### src/rtl/dac_write_sequencer.sv
// Timed DAC write engine: sample FIFO feeding a CS/WR/LDAC strobe sequencer, one write per update tick.
// Optional build macro DAC_OFFSET_BINARY_EN converts two's-complement samples to offset binary (MSB inverted).
module dac_write_sequencer #(
  parameter int FIFO_DEPTH = 4,
  parameter int SETUP_CYC  = 2,
  parameter int WR_CYC     = 2,
  parameter int HOLD_CYC   = 1,
  parameter int LDAC_CYC   = 2
) (
  input  logic        clk,
  input  logic        reset,
  input  logic [15:0] sample_data,
  input  logic        sample_valid,
  output logic        sample_ready,
  input  logic        update_tick,
  input  logic        stat_clr,
  output logic [15:0] dac_data,
  output logic        dac_cs_n,
  output logic        dac_wr_n,
  output logic        dac_ldac_n,
  output logic        dac_clr_n,
  output logic        busy,
  output logic [15:0] underrun_cnt,
  output logic        tick_overrun
);

  localparam int AW = $clog2(FIFO_DEPTH);
  localparam int MaxSw = (SETUP_CYC > WR_CYC) ? SETUP_CYC : WR_CYC;
  localparam int MaxHl = (HOLD_CYC > LDAC_CYC) ? HOLD_CYC : LDAC_CYC;
  localparam int MaxCyc = (MaxSw > MaxHl) ? MaxSw : MaxHl;
  localparam int CW = (MaxCyc < 2) ? 1 : $clog2(MaxCyc);

  localparam logic [AW:0]   PtrOne = 1;
  localparam logic [CW-1:0] CntOne = 1;

`ifdef DAC_OFFSET_BINARY_EN
  localparam logic [15:0] DataXor = 16'h8000;
`else
  localparam logic [15:0] DataXor = 16'h0000;
`endif

  typedef enum logic [2:0] {
    IDLE,
    SETUP,
    WRITE,
    HOLD,
    LOAD
  } seqState_e;

  logic [15:0] mem_q [FIFO_DEPTH];
  logic [AW:0] wrPtr_q, wrPtr_d;
  logic [AW:0] rdPtr_q, rdPtr_d;
  logic        fifoFull;
  logic        fifoEmpty;
  logic        push;
  logic        pop;
  logic [15:0] fifoHead;

  seqState_e   state_q;
  logic [CW-1:0] cnt_q;
  logic [15:0] data_q;
  logic        csN_q, wrN_q, ldacN_q, clrN_q, busy_q;
  logic [15:0] underrun_q;
  logic        overrun_q;

  // Extra pointer MSB distinguishes full from empty when the index bits match.
  assign fifoEmpty = (wrPtr_q == rdPtr_q);
  assign fifoFull  = (wrPtr_q[AW] != rdPtr_q[AW]) && (wrPtr_q[AW-1:0] == rdPtr_q[AW-1:0]);
  assign fifoHead  = mem_q[rdPtr_q[AW-1:0]];

  assign sample_ready = !fifoFull;
  assign push = sample_valid && !fifoFull;
  assign pop  = (state_q == IDLE) && update_tick && !fifoEmpty;

  always_comb begin
    wrPtr_d = push ? (wrPtr_q + PtrOne) : wrPtr_q;
    rdPtr_d = pop  ? (rdPtr_q + PtrOne) : rdPtr_q;
  end

  always_ff @(posedge clk) begin
    if (push) begin
      mem_q[wrPtr_q[AW-1:0]] <= sample_data;
    end
  end

  always_ff @(posedge clk or posedge reset) begin
    if (reset) begin
      wrPtr_q <= '0;
      rdPtr_q <= '0;
    end else begin
      wrPtr_q <= wrPtr_d;
      rdPtr_q <= rdPtr_d;
    end
  end

  // Each state reloads the shared down-counter with its width minus one on entry.
  always_ff @(posedge clk or posedge reset) begin
    if (reset) begin
      state_q <= IDLE;
      cnt_q   <= '0;
      data_q  <= DataXor;
      csN_q   <= 1'b1;
      wrN_q   <= 1'b1;
      ldacN_q <= 1'b1;
      clrN_q  <= 1'b0;
      busy_q  <= 1'b0;
    end else begin
      clrN_q <= 1'b1;
      case (state_q)
        IDLE: begin
          if (pop) begin
            state_q <= SETUP;
            cnt_q   <= CW'(SETUP_CYC - 1);
            data_q  <= fifoHead ^ DataXor;
            csN_q   <= 1'b0;
            busy_q  <= 1'b1;
          end
        end
        SETUP: begin
          if (cnt_q == '0) begin
            state_q <= WRITE;
            cnt_q   <= CW'(WR_CYC - 1);
            wrN_q   <= 1'b0;
          end else begin
            cnt_q <= cnt_q - CntOne;
          end
        end
        WRITE: begin
          if (cnt_q == '0) begin
            state_q <= HOLD;
            cnt_q   <= CW'(HOLD_CYC - 1);
            wrN_q   <= 1'b1;
          end else begin
            cnt_q <= cnt_q - CntOne;
          end
        end
        HOLD: begin
          if (cnt_q == '0) begin
            state_q <= LOAD;
            cnt_q   <= CW'(LDAC_CYC - 1);
            csN_q   <= 1'b1;
            ldacN_q <= 1'b0;
          end else begin
            cnt_q <= cnt_q - CntOne;
          end
        end
        LOAD: begin
          if (cnt_q == '0) begin
            state_q <= IDLE;
            ldacN_q <= 1'b1;
            busy_q  <= 1'b0;
          end else begin
            cnt_q <= cnt_q - CntOne;
          end
        end
        default: begin
          state_q <= IDLE;
          csN_q   <= 1'b1;
          wrN_q   <= 1'b1;
          ldacN_q <= 1'b1;
          busy_q  <= 1'b0;
        end
      endcase
    end
  end

  // A clear in the same cycle as an underrun or overrun event takes priority.
  always_ff @(posedge clk or posedge reset) begin
    if (reset) begin
      underrun_q <= '0;
      overrun_q  <= 1'b0;
    end else if (stat_clr) begin
      underrun_q <= '0;
      overrun_q  <= 1'b0;
    end else begin
      if ((state_q == IDLE) && update_tick && fifoEmpty && (underrun_q != 16'hFFFF)) begin
        underrun_q <= underrun_q + 16'd1;
      end
      if ((state_q != IDLE) && update_tick) begin
        overrun_q <= 1'b1;
      end
    end
  end

  assign dac_data     = data_q;
  assign dac_cs_n     = csN_q;
  assign dac_wr_n     = wrN_q;
  assign dac_ldac_n   = ldacN_q;
  assign dac_clr_n    = clrN_q;
  assign busy         = busy_q;
  assign underrun_cnt = underrun_q;
  assign tick_overrun = overrun_q;

endmodule

### config.mk
export PLATFORM = sky130hd
export DESIGN_NAME = dac_write_sequencer
export DESIGN_NICKNAME = d
export VERILOG_FILES = /design/src/rtl/dac_write_sequencer.sv
export SDC_FILE = /design/constraint.sdc
export NUM_CORES = 1
export LEC_CHECK = 0
export CAP_MARGIN = 20
export CORE_MARGIN = 2
export CORE_UTILIZATION = 25
export DETAILED_ROUTE_END_ITERATION = 8
export PLACE_DENSITY = 0.51
export SLEW_MARGIN = 25
export SYNTH_ARGS = -nofsm -noshare
export SYNTH_HDL_FRONTEND = slang
export SYNTH_SLANG_ARGS = --single-unit
### constraint.sdc
create_clock -name clk -period 5.2 [get_ports clk]
set_input_delay 0.78 -clock clk [delete_from_list [all_inputs] [get_ports clk]]
set_output_delay 0.78 -clock clk [all_outputs]
set_load 0.01 [all_outputs]
# Word level (Yosys, flattened, before mapping)
# Memories as Yosys holds them, arrays and structs flattened. A register that Yosys moved wholly into a read port is not among the register bits.
# Cells that the tools add are included.
# W data, S select, Z words.
word_totals:
  register_bits: 32
  latch_bits: 0
  ramBits: 64
  romBits: 0
  in_bits: 21
  out_inout_bits: 39
  mem_count: 1
mem_list:
  columns: ["memory", "depth", "width", "read_ports", "rd_clocked_by_memory_dff", "wr", "line", "text"]
  rows:
  - ["mem_q", 4, 16, 1, 1, 1, "50", "logic [15:0] mem_q [FIFO_DEPTH];"]
classes:
  add_sub_neg: 4
  n_mul: 0
  div: 0
  order_cmp: 0
  eq_ne: 13
  shift: 0
  muxes: 23
  n_bitwise: 4
  n_reduce_logical: 27
ops:
  columns: ["cell", "n"]
  rows:
  - ["$mux W16", 2]
  - ["$add A16 B1 Y16 const B", 1]
  - ["$ne A16 B16 Y1 const B", 1]
  - ["$mux W3", 5]
  - ["$pmux W1 S3", 5]
  - ["$pmux W3 S5", 1]
  - ["$reduce_and A3 Y1", 4]
  - ["$reduce_or A3 Y1", 4]
  - ["$mux W1", 10]
  - ["$ne A2 B2 Y1 const B", 5]
  - ["$logic_and A1 B1 Y1", 7]
  - ["$add A3 B1 Y3 const B", 2]
  - ["$eq A3 B2 Y1 const B", 2]
  - ["$reduce_bool A3 Y1", 2]
  - ["$reduce_and A5 Y1", 1]
  - ["$not A1 Y1", 4]
  - ["$reduce_and A2 Y1", 2]
  - ["$reduce_bool A2 Y1", 2]
  - ["$reduce_or A2 Y1", 2]
  - ["$eq A3 B1 Y1 const B", 1]
  - ["$eq A3 B3 Y1", 1]
  - ["$eq A3 B3 Y1 const B", 1]
  - ["$logic_not A3 Y1", 1]
  - ["$eq A2 B2 Y1", 1]
  - ["other kinds (3)", 4]

# Logic depth before layout (Yosys ltp)
logic_depth:
  ltp_word: 6
  ltp_mapped: 7
  mapped_depth_nobuf: 6

# Worst setup path before layout
# OpenSTA, ideal clock, no wires.
synth_path:
  kind: "input to register"
  startpoint: "input update_tick"
  endpoint: "register underrun_q[15], in the netlist underrun_cnt[15]"
  t_arrival_ns: 2.160
  t_required_ns: 5.122
  slack_ns: 2.962
  stages: 6
  path_buffers: 1
  path_cell_list: "or4b_4 nor4_4 buf_6 nand3_2 or4_1 a21oi_1"
synth_between:
  elab_chain_cells: 4
synth_rtl:
  columns: ["item", "line", "text"]
  rows:
  - ["from (decl)", "15", "input logic update_tick,"]
  - ["$logic_and A1 B1 Y1 (3 in a row)", "176", "if ((state_q == IDLE) && update_tick && fifoEmpty && (underrun_q != 16'hFFFF)) begin"]
  - ["$reduce_bool A2 Y1 (no source line)", null, null]
  - ["to (signal assigned)", "177", "underrun_q <= underrun_q + 16'd1;"]
  - ["to (decl)", "63", "logic [15:0] underrun_q;"]
# No other way between the ends.
# A chain may end at the register's enable or synchronous reset.

# Worst setup path after layout
layout_path:
  startpoint: "register rdPtr_q[1]"
  endpoint: "output sample_ready"
layout_between:
  elab_chain_cells: 3
layout_rtl:
  columns: ["item", "line", "text"]
  rows:
  - ["from (decl)", "52", "logic [AW:0] rdPtr_q, rdPtr_d;"]
  - ["from (signal assigned)", "92", "rdPtr_q <= rdPtr_d;"]
  - ["$eq A2 B2 Y1", "68", "assign fifoFull = (wrPtr_q[AW] != rdPtr_q[AW]) && (wrPtr_q[AW-1:0] == rdPtr_q[AW-1:0]);"]
  - ["$logic_and A1 B1 Y1", "68", null]
  - ["$logic_not A1 Y1", "71", "assign sample_ready = !fifoFull;"]
  - ["to (decl)", "14", "output logic sample_ready,"]
# No other way between the ends.

==> key figures <==
Job
  – # Max-Cap Violations: 0

Drt
  – Routed WL: 9500 um
  – Wire per inst: 16.1 um
  – Total vias in the final route: 2617
  – Final antenna-violating net count: 0
  – Number of remaining DRC errors: 5
  – Drt first pass iters: 8
  – Via/cell ratio: 4.44
  – DRT iter0 DRCs: 116

Worst setup path
  – Kind of critical path: reg2out
  – Slowest-stage cell, CP: dfrtp_1
  – Worst reg2reg path endpoint: mem_q[1][9]
  – Crit-path max cell delay: 0.94 ns
  – CP Cell Sequence: xor2_1 -> nor2_1 -> nand2_1 -> clkdlybuf4s50_1
  – Top delay family on crit path: flip-flops
  – R2R setup slack: 2.11 ns
  – CP endpoint kind: output port
  – Worst Path Max Fanout: 19
  – Worst Path Buf+Inv: 1
  – Reg2reg start: rdPtr_q[1]
  – Worst R2R Path Depth: 4
  – Worst path required time: 4.42 ns
  – CP Launch Point: rdPtr_q[1]
  – CP startpoint kind: register
  – Critical Path AT: 2.48 ns

Hold path
  – Hold Path Stages: 1
  – Hold Crit Class: reg2reg
  – WHS Endpoint: wrPtr_q[2]
  – Min-delay src: wrPtr_q[2]

Placement
  – Port bufs: 59
  – Routability Congestion: 0.746
  – Post-DP HPWL: 5970 um
  – Post-placement cell area: 0.00546 mm2

STA
  – Final Hold Fails: 0
  – Rel. slew slack: 0.344
  – RSZ-0062 raised after global routing: no
  – Crit share post-route: 0.627
  – Skew final: 0.00934 ns
  – Endpoints failing setup: 0
  – Setup TNS: 0 ns
  – Final Slew Violations: 0
  – Min Tclk post-route: 3.26 ns
  – Worst Tran Pin Value: 0.985 ns
  – Fmax: 307 MHz

Synthesis
  – Top_reg_cell synth: edfxtp_1
  – FF+latch count, synth: 112
  – Async SR Flop Fraction: 0.429
  – Net count after synthesis: 324
  – Yosys top cell area share: 0.415
  – Synth area leaders: edfxtp_1, dfrtp_1, mux4_2
  – Post-synth EDFFs: 64
  – Count of different cell masters after synthesis: 40
  – Warnings from Yosys: 0
  – Mapped Area: 0.00463 mm2
  – Synth cell count leaders: edfxtp_1, dfrtp_1, nor2_1, mux2_2, mux4_2
  – Cell count after synthesis: 297
  – Synth Area per Inst: 15.6 um2
  – Cell taking the most area after synthesis: edfxtp_1
  – Count leader, synth: edfxtp_1
  – Seq/Total Area, Yosys: 0.675

Power and ir drop
  – Worst VDD drop: 0.000254 V
  – P_leak: 2.06 nW
  – P per Cell Area: 518 mW/mm2

Global routing
  – GRT Total Usage: 0.100
  – Largest net degree at the start of global routing: 49
  – Grt total ovfl: 0
  – Initial antenna violation count: 0
  – Vias in the first global route: 2738
  – First-pass GRT wire length: 15000 um

Cells and area
  – Fill cells: 1775
  – Area Growth Syn to Fin: 24.3%
  – Inserted Diodes: 0
  – Nets: 383
  – Share of cells above drive strength 1: 0.177
  – Final instance area: 0.00576 mm2

Clocking
  – Clock sink count: 112
  – Clock Latency Late Sink: 0.36 ns
  – Resized Gates After CTS: 0
  – CTS buffer count: 9
  – Post-CTS Setup Inserts: 0
  – Root Buffer: clkbuf_16
  – CTS HTree Levels: 3
  – Clock Path Buffers: 2
  – CTS tree: yes
  – Cts hold-fix bufs: 0
  – Clock-pin slew on the worst setup and hold paths: 0.07 ns

Floorplan
  – Initial Utilization: 0.256
  – Ports: 60
  – Die Width: 140 um
  – Core area: 0.0181 mm2
  – Num rows: 49
  – Total die area: 0.0196 mm2
  – Die height: 140 um

Outcome
  – Failing checks: design-rule violations
  – Status: complete, but fails checks
==> stage by stage <==
step                      instances  utilization  hold WS (ns)  power [mW]  worst slack (ns)
final                           590        0.318         0.501        2.98              1.94
after floorplan                 297            -         0.460        1.97              2.96
after global placement          573        0.302         0.474        2.33              1.79
after detailed placement        573        0.302         0.478        2.36              1.96
after CTS                       589        0.318         0.505        3.04              1.85
after global routing            590        0.318         0.504        3.16              1.74
==> flip-flops by register name (all words and copies together) (netlist names) <==
register / flops
mem_q: 64
dac_data: 16
underrun_cnt: 16
rdPtr_q: 3
state_q: 3
wrPtr_q: 3
busy: 1
cnt_q: 1
dac_clr_n: 1
dac_cs_n: 1
dac_ldac_n: 1
dac_wr_n: 1
tick_overrun: 1
==> final cells by class <==
class	count	area (um2)	area share
sequential	112	3130	0.543
clock buffer	10	229	0.0398
timing repair buffer	63	624	0.108
tap	229	287	0.0498
clock inverter	6	52.6	0.00913
inverter	6	22.5	0.00391
multi-input combinational	164	1410	0.246
==> layer usage <==
layer  track usage  wire length [um]  up-vias
li1              -                 -     1219
met1         0.122              4210     1334
met2         0.170              4750       55
met3        0.0366               447        9
met4        0.0239                89        0
met5             0                 0        -
==> layout by cell type (no fill, tap or decap), types with 2 or more instances in the layout <==
master	n
edfxtp_1	64
clkdlybuf4s50_1	59
dfrtp_1	45
nor2_1	24
mux2_2	18
mux4_2	16
xor2_1	13
nand4_1	12
nand2_1	11
clkbuf_16	9
a21oi_1	7
nor3_1	7
and2_1	6
ha_1	6
inv_1	5
o21ai_0	5
xnor2_1	4
or3_1	4
nor2b_1	3
mux2i_1	3
nand3_1	3
or4_1	3
dfstp_2	3
buf_4	3
a211oi_1	2
and3_1	2
inv_6	2
inv_8	2
==> how the worst max path moves through the flow <==
stage	endpoint	slack (ns)	cells past startpoint
floorplan	underrun_cnt[15]	2.96	6
global placement	dac_data[12]	1.79	5
detailed placement	mem_q[3][12]	1.96	4
CTS	sample_ready	1.85	4
global route	sample_ready	1.74	4
finish	sample_ready	1.94	4
==> logic make-up (layout without fill, tap and decap cells) <==
group                      Yosys count  after routing  share of synthesized area
muxes                               37             37                      0.128
AOI/OAI and AO/OA                   21             21                     0.0297
and+or+nand+nor                     82             82                     0.0965
DFF                                112            112                      0.675
buffers and inverters               21             85                     0.0213
xor gates and xnor gates            17             17                     0.0322
other                                1              1                   0.000810
adders and majority gates            6              6                     0.0162
==> power by group <==
group | internal, mW | total [mW] | switching (mW)
sequential | 1.20 | 1.37 | 0.168
clock | 0.335 | 0.671 | 0.335
combinational | 0.505 | 0.940 | 0.435
total | 2.04 | 2.98 | 0.939
(Power assumes the default switching activity.)
